File: src/rtl/mem_arbiter_if.sv
// rtl/mem_arbiter_if.sv - fetch, data and memory-side signal bundle for mem_arbiter
interface mem_arbiter_if #(
    parameter int ADDR_W = 16,
    parameter int DATA_W = 16
);
    logic              if_req;
    logic [ADDR_W-1:0] if_addr;
    logic              if_rdy;
    logic [DATA_W-1:0] if_data;

    logic              dm_re;
    logic              dm_we;
    logic [ADDR_W-1:0] dm_addr;
    logic [DATA_W-1:0] dm_wdata;
    logic              dm_rdy;
    logic [DATA_W-1:0] dm_rdata;

    logic              mem_en;
    logic              mem_wr;
    logic [ADDR_W-1:0] mem_addr;
    logic [DATA_W-1:0] mem_wdata;
    logic [DATA_W-1:0] mem_rdata;
    logic              mem_valid;

    logic              pipe_stall;
    logic              err_timeout;
    logic              err_proto;

    // Arbiter side
    modport master (
        input  if_req, if_addr, dm_re, dm_we, dm_addr, dm_wdata, mem_rdata, mem_valid,
        output if_rdy, if_data, dm_rdy, dm_rdata, mem_en, mem_wr, mem_addr, mem_wdata,
               pipe_stall, err_timeout, err_proto
    );

    // Pipeline stages and memory side
    modport slave (
        output if_req, if_addr, dm_re, dm_we, dm_addr, dm_wdata, mem_rdata, mem_valid,
        input  if_rdy, if_data, dm_rdy, dm_rdata, mem_en, mem_wr, mem_addr, mem_wdata,
               pipe_stall, err_timeout, err_proto
    );
endinterface

File: src/rtl/mem_arbiter.sv
// rtl/mem_arbiter.sv - single-port fetch/data memory arbiter and access sequencer
module mem_arbiter #(
    parameter int ADDR_W     = 16,
    parameter int DATA_W     = 16,
    parameter int MAX_DM_RUN = 4,
    parameter int TIMEOUT    = 255
) (
    input logic           clk,
    input logic           rst_n,
    mem_arbiter_if.master bus
);
    localparam logic [1:0] S_IDLE  = 2'd0;
    localparam logic [1:0] S_ISSUE = 2'd1;
    localparam logic [1:0] S_WAIT  = 2'd2;
    localparam logic [1:0] S_DONE  = 2'd3;

    localparam logic OWN_IF = 1'b0;
    localparam logic OWN_DM = 1'b1;

    localparam int RW = $clog2(MAX_DM_RUN + 1);
    localparam int TW = $clog2(TIMEOUT + 1);
    localparam logic [RW-1:0] RUN_MAX = RW'(MAX_DM_RUN);
    localparam logic [TW-1:0] TMO_MAX = TW'(TIMEOUT);

    logic [1:0]    state;
    logic          owner;
    logic [RW-1:0] run_cnt;
    logic [TW-1:0] tmo_cnt;

    logic              dm_pend;
    logic              grant_if;
    logic              grant_dm;
    logic              tmo_hit;
    logic              wait_end;
    logic [DATA_W-1:0] cap_data;

    // Grant decision: data side drains first unless a fetch has been starved for MAX_DM_RUN grants
    always_comb begin
        dm_pend  = bus.dm_re | bus.dm_we;
        grant_if = (state == S_IDLE) & bus.if_req & (~dm_pend | (run_cnt == RUN_MAX));
        grant_dm = (state == S_IDLE) & dm_pend & ~grant_if;
        tmo_hit  = (state == S_WAIT) & ~bus.mem_valid & (tmo_cnt == TMO_MAX);
        wait_end = ((state == S_WAIT) & bus.mem_valid) | tmo_hit;
        cap_data = bus.mem_valid ? bus.mem_rdata : '0;
    end

    // Stall the pipe while either stage holds a request that has not completed this cycle
    assign bus.pipe_stall = (bus.if_req & ~bus.if_rdy) | (dm_pend & ~bus.dm_rdy);

    // Sequencer state, access owner, starvation run counter and wait timeout counter
    always_ff @(posedge clk or negedge rst_n) begin
        if (!rst_n) begin
            state   <= S_IDLE;
            owner   <= OWN_IF;
            run_cnt <= '0;
            tmo_cnt <= '0;
        end else begin
            case (state)
                S_IDLE: begin
                    if (grant_if) begin
                        state   <= S_ISSUE;
                        owner   <= OWN_IF;
                        run_cnt <= '0;
                    end else if (grant_dm) begin
                        state <= S_ISSUE;
                        owner <= OWN_DM;
                        if (!bus.if_req)
                            run_cnt <= '0;
                        else if (run_cnt != RUN_MAX)
                            run_cnt <= run_cnt + 1'b1;
                    end
                end
                S_ISSUE: state <= S_WAIT;
                S_WAIT: begin
                    if (wait_end)
                        state <= S_DONE;
                    else
                        tmo_cnt <= tmo_cnt + 1'b1;
                end
                S_DONE: begin
                    tmo_cnt <= '0;
                    state   <= S_IDLE;
                end
                default: state <= S_IDLE;
            endcase
        end
    end

    // Memory request registers: loaded at grant, strobe lasts only the ISSUE cycle
    always_ff @(posedge clk or negedge rst_n) begin
        if (!rst_n) begin
            bus.mem_en    <= 1'b0;
            bus.mem_wr    <= 1'b0;
            bus.mem_addr  <= '0;
            bus.mem_wdata <= '0;
        end else begin
            bus.mem_en <= 1'b0;
            if (grant_if) begin
                bus.mem_en    <= 1'b1;
                bus.mem_wr    <= 1'b0;
                bus.mem_addr  <= bus.if_addr;
                bus.mem_wdata <= '0;
            end else if (grant_dm) begin
                bus.mem_en    <= 1'b1;
                bus.mem_wr    <= bus.dm_we;
                bus.mem_addr  <= bus.dm_addr;
                bus.mem_wdata <= bus.dm_wdata;
            end
        end
    end

    // Completion: capture read data (zero on timeout) and raise the owner's one-cycle ready
    always_ff @(posedge clk or negedge rst_n) begin
        if (!rst_n) begin
            bus.if_rdy   <= 1'b0;
            bus.dm_rdy   <= 1'b0;
            bus.if_data  <= '0;
            bus.dm_rdata <= '0;
        end else begin
            bus.if_rdy <= 1'b0;
            bus.dm_rdy <= 1'b0;
            if (wait_end) begin
                if (owner == OWN_IF) begin
                    bus.if_rdy  <= 1'b1;
                    bus.if_data <= cap_data;
                end else begin
                    bus.dm_rdy <= 1'b1;
                    if (!bus.mem_wr)
                        bus.dm_rdata <= cap_data;
                end
            end
        end
    end

    // Sticky error flags, cleared only by reset
    always_ff @(posedge clk or negedge rst_n) begin
        if (!rst_n) begin
            bus.err_timeout <= 1'b0;
            bus.err_proto   <= 1'b0;
        end else begin
            if (tmo_hit)
                bus.err_timeout <= 1'b1;
            if (grant_dm && bus.dm_re && bus.dm_we)
                bus.err_proto <= 1'b1;
        end
    end
endmodule

File: src/flat_wrapper.sv
// flat-port wrapper written by rule: the top's interface ports become plain ports
module mem_arbiter_flat 
#(
    parameter int ADDR_W     = 16,
    parameter int DATA_W     = 16,
    parameter int MAX_DM_RUN = 4,
    parameter int TIMEOUT    = 255
)
  (clk, rst_n, bus_if_req, bus_if_addr, bus_dm_re, bus_dm_we, bus_dm_addr, bus_dm_wdata, bus_mem_rdata, bus_mem_valid, bus_if_rdy, bus_if_data, bus_dm_rdy, bus_dm_rdata, bus_mem_en, bus_mem_wr, bus_mem_addr, bus_mem_wdata, bus_pipe_stall, bus_err_timeout, bus_err_proto);
  mem_arbiter_if #(.ADDR_W(ADDR_W), .DATA_W(DATA_W)) bus_i ();
  input logic clk;
  input logic rst_n;
  input wire logic [$bits(bus_i.if_req)-1:0] bus_if_req;
  input wire logic [$bits(bus_i.if_addr)-1:0] bus_if_addr;
  input wire logic [$bits(bus_i.dm_re)-1:0] bus_dm_re;
  input wire logic [$bits(bus_i.dm_we)-1:0] bus_dm_we;
  input wire logic [$bits(bus_i.dm_addr)-1:0] bus_dm_addr;
  input wire logic [$bits(bus_i.dm_wdata)-1:0] bus_dm_wdata;
  input wire logic [$bits(bus_i.mem_rdata)-1:0] bus_mem_rdata;
  input wire logic [$bits(bus_i.mem_valid)-1:0] bus_mem_valid;
  output wire logic [$bits(bus_i.if_rdy)-1:0] bus_if_rdy;
  output wire logic [$bits(bus_i.if_data)-1:0] bus_if_data;
  output wire logic [$bits(bus_i.dm_rdy)-1:0] bus_dm_rdy;
  output wire logic [$bits(bus_i.dm_rdata)-1:0] bus_dm_rdata;
  output wire logic [$bits(bus_i.mem_en)-1:0] bus_mem_en;
  output wire logic [$bits(bus_i.mem_wr)-1:0] bus_mem_wr;
  output wire logic [$bits(bus_i.mem_addr)-1:0] bus_mem_addr;
  output wire logic [$bits(bus_i.mem_wdata)-1:0] bus_mem_wdata;
  output wire logic [$bits(bus_i.pipe_stall)-1:0] bus_pipe_stall;
  output wire logic [$bits(bus_i.err_timeout)-1:0] bus_err_timeout;
  output wire logic [$bits(bus_i.err_proto)-1:0] bus_err_proto;
  assign bus_i.if_req = bus_if_req;
  assign bus_i.if_addr = bus_if_addr;
  assign bus_i.dm_re = bus_dm_re;
  assign bus_i.dm_we = bus_dm_we;
  assign bus_i.dm_addr = bus_dm_addr;
  assign bus_i.dm_wdata = bus_dm_wdata;
  assign bus_i.mem_rdata = bus_mem_rdata;
  assign bus_i.mem_valid = bus_mem_valid;
  assign bus_if_rdy = bus_i.if_rdy;
  assign bus_if_data = bus_i.if_data;
  assign bus_dm_rdy = bus_i.dm_rdy;
  assign bus_dm_rdata = bus_i.dm_rdata;
  assign bus_mem_en = bus_i.mem_en;
  assign bus_mem_wr = bus_i.mem_wr;
  assign bus_mem_addr = bus_i.mem_addr;
  assign bus_mem_wdata = bus_i.mem_wdata;
  assign bus_pipe_stall = bus_i.pipe_stall;
  assign bus_err_timeout = bus_i.err_timeout;
  assign bus_err_proto = bus_i.err_proto;
  mem_arbiter #(.ADDR_W(ADDR_W), .DATA_W(DATA_W), .MAX_DM_RUN(MAX_DM_RUN), .TIMEOUT(TIMEOUT)) u_core (.clk(clk), .rst_n(rst_n), .bus(bus_i));
endmodule
File: config.mk
export PLATFORM = sky130hd
export DESIGN_NAME = mem_arbiter_flat
export DESIGN_NICKNAME = d
export VERILOG_FILES = /design/src/rtl/mem_arbiter_if.sv /design/src/rtl/mem_arbiter.sv /design/src/flat_wrapper.sv
export SDC_FILE = /design/constraint.sdc
export NUM_CORES = 1
export LEC_CHECK = 0
export CAP_MARGIN = 40
export CORE_MARGIN = 4
export CORE_UTILIZATION = 41
export CTS_BUF_LIST = sky130_fd_sc_hd__clkbuf_2
export DETAILED_ROUTE_END_ITERATION = 16
export PLACE_DENSITY = 0.78
export SYNTH_ARGS = -nofsm -noshare
export SYNTH_HDL_FRONTEND = slang
export SYNTH_SLANG_ARGS = --single-unit
File: constraint.sdc
create_clock -name clk -period 1.6 [get_ports clk]
set_clock_uncertainty 0.05 [all_clocks]
set_input_delay 0.32 -clock clk [delete_from_list [all_inputs] [get_ports clk]]
set_output_delay 0.32 -clock clk [all_outputs]
set_load 0.02 [all_outputs]
==> results.py <==
metrics = {
    "status": {
        "status": "complete, but fails checks",
        "violations": "setup timing",
    },
    "critical_path": {
        "startpoint_type": "flip-flop",
        "worst-path-max-fanout": 4,
        "end_kind": "flip-flop",
        "crit_type": "flip-flop to flip-flop",
        "crit_required_ns": 1.97,
        "crit_arrival_ns": 2.02,
    },
    "logic_synthesis": {
        "yosysMostFrequentCell": "dfrtp_1",
        "ys_seq_elements": 84,
        "synth-edff-count": 0,
        "syn_inst": 309,
        "synthTopCellsByArea": "dfrtp_1 (57%), mux2i_1 (4.6%), a32o_1 (4.3%), a22o_1 (4.2%), nand2_1 (4.2%)",
        "synth_nets": 385,
        "yosysWarnings": 0,
        "seq_area_frac_synth_pct": 56.62,
        "ys.flop_type": "dfrtp_1",
        "ys_types": 55,
        "synth_top_cell_area_share_pct": 56.62,
        "yosys.area.top_type": "dfrtp_1",
        "netlist_area_um2": 3712,
        "synthArstFlopShare_pct": 100.0,
        "yosys-top-cells-count": "dfrtp_1 (84), nand2_1 (42), a22o_1 (18), mux2i_1 (17), o2bb2ai_1 (17)",
        "syn_area_per_cell_um2": 12.01,
    },
    "placed_design": {
        "dp_hpwl_um": 7314,
        "post-place-cells": 576,
        "io_buffer_count": 140,
        "gp_congestion": 0.8607,
        "placed_area_um2": 5560,
        "pre_cts_ws_ns": -0.4433,
    },
    "power_and_ir_drop": {
        "p_leak_nw": 2.870,
        "p_total_mw": 11.12,
        "power_density_nw_per_um2": 1832,
        "irDropWorstVdd_mv": 1.051,
    },
    "cells_and_area": {
        "fin_area_um2": 6068,
        "postLayoutCoreUtil_pct": 69.25,
        "final_cells": 636,
        "syn_to_final_growth_pct": 63.46,
        "drive_above_1_share_pct": 43.75,
        "nFillCells": 637,
        "multi_input_area_um2": 1768,
        "antennaDiodeCount": 0,
        "nets": 599,
        "regArea_um2": 2102,
    },
    "sta": {
        "fin_hold_ws_ns": 0.2342,
        "min_period_over_period_pct": 103.1,
        "slew_violations": 0,
        "hold_viol": 0,
        "finalSetupTns_ns": -0.4970,
        "min_period_ns": 1.650,
        "setup_slack_ns": -0.04956,
        "max_slew_margin_pct": 66.54,
        "rsz0062_at_grt": "yes",
        "worst_slew_pin_slew_ns": 0.5020,
        "setup_violations": 25,
        "fmax_ghz": 0.6062,
    },
    "floorplan": {
        "die_w_um": 103.2,
        "rows": 34,
        "initial_utilization_pct": 42.36,
        "core_um2": 8763,
        "dieArea_um2": 10640,
        "fp.dieH_um": 103.2,
        "ios": 141,
    },
    "clock_network": {
        "ctsHtreeMaxLevel": 3,
        "clock_latency_ns": 0.51,
        "root_buffer": "clkbuf_2",
        "cts-buffers-inserted": 9,
        "clk_path_buf_depth": 2,
        "cts_tree": "built",
        "path_clk_slew_ns": 0.25,
        "cts.sinks": 84,
    },
    "detailed_routing": {
        "dr.pass1.iters": 4,
        "vias": 3423,
        "drtAntennaViolNets": 0,
        "via_per_inst": 5.382,
        "drc_errors": 0,
        "drtIter0Drc": 161,
        "routed_wl_um": 11610,
        "wire_per_inst_um": 18.26,
    },
    "grt": {
        "grt_pass1_wl_um": 16660,
        "grt_overflow": 0,
        "track_usage_pct": 19.98,
        "grt_max_degree": 36,
        "antenna_found_initial": 0,
        "grt_pass1_vias": 3370,
    },
    "job": {
        "max_cap_violations": 0,
    },
    "min_path": {
        "hp-class": "input pin to async pin",
    },
}
==> kinds of logic after synthesis <==
logic type      after synthesis  share of synthesized area (%)
flops                        84                          56.62
mux                          19                          5.190
xor+xnor                      1                         0.2360
compound gates               94                          21.50
buf+inv                      31                          4.078
fa+ha+maj                     6                          2.022
simple gates                 74                          10.35
==> cell type report <==
| type | count | area share (%) |
|---|---|---|
| well taps | 108 | 2.227 |
| multi-input cells | 198 | 29.13 |
| inverters | 9 | 0.5567 |
| clock inverters | 6 | 1.443 |
| repair buffers | 221 | 31.18 |
| clock buffers | 10 | 0.8247 |
| flip-flops and latches | 84 | 34.64 |
==> cells in the final DEF, fill, tap and decap left out, types with 6 or more instances in the layout <==
master,instances
a22o_1,18
a32o_1,16
buf_12,9
buf_2,69
buf_4,60
buf_6,8
clkbuf_2,11
clkdlybuf4s50_1,68
dfrtp_1,84
inv_1,8
mux2i_1,8
mux2i_2,6
nand2_1,38
o21ai_1,8
o21ai_2,10
o2bb2ai_1,17
==> metal layers <==
layer / routed length [um] / global-route usage (%) / vias up
li1: - / - / 1591
met1: 4735 / 26.10 / 1707
met2: 5948 / 33.15 / 117
met3: 851 / 5.074 / 8
met4: 77 / 5.378 / 0
met5: 0 / 0 / -
==> sequential cells by signal, indices dropped and copies added (netlist names), 2 cells and up <==
name	flops
u_core.bus.dm_rdata	16
u_core.bus.if_data	16
u_core.bus.mem_addr	16
u_core.bus.mem_wdata	16
u_core.run_cnt	3
u_core.state	2
u_core.tmo_cnt	8
==> final timing paths <==
path | start | endpoint | slack, ns | depth (start not counted)
setup reg to reg | u_core.state[0]$_DFFE_PN0P_ | u_core.bus.mem_addr[9]$_DFFE_PN0N_ | -0.05 | 9
max in group asynchronous | rst_n | u_core.bus.dm_rdata[10]$_DFFE_PN0P_ | 0.73 | 3
min in group clk | bus_mem_rdata[2] | u_core.bus.if_data[2]$_DFFE_PN0P_ | 0.32 | 3
setup / recovery | u_core.state[0]$_DFFE_PN0P_ | u_core.bus.mem_addr[9]$_DFFE_PN0N_ | -0.05 | 9
hold / removal | rst_n | u_core.bus.mem_addr[8]$_DFFE_PN0N_ | 0.23 | 2
hold reg to reg | u_core.bus.mem_addr[6]$_DFFE_PN0N_ | u_core.bus.mem_addr[6]$_DFFE_PN0N_ | 0.46 | 2
==> report_power, final <==
group / switching [mW] / internal [mW]
clock network: 0.750 / 0.523
registers: 0.477 / 3.01
logic: 3.31 / 3.05
==> critical path: stages (launching register included) <==
cell and delay [ns]:
dfrtp_1 0.45, inv_2 0.09, buf_6 0.10, ha_4 0.15, nand2_4 0.05, a21oi_4 0.13, buf_12 0.14, clkbuf_16 0.15
mux2i_4 0.22, o21ai_2 0.06
==> repair_timing <==
action                                 4_1_cts  5_1_grt
setup endpoints to repair                  117       90
setup buffers                               18       17
cloned                                       3        6
endpoints found under the hold margin       33        0
pin swaps                                    5       30
hold buffers                                 1        0
resized for setup                          283       62
No activity file was read; power rests on OpenSTA's default activity.
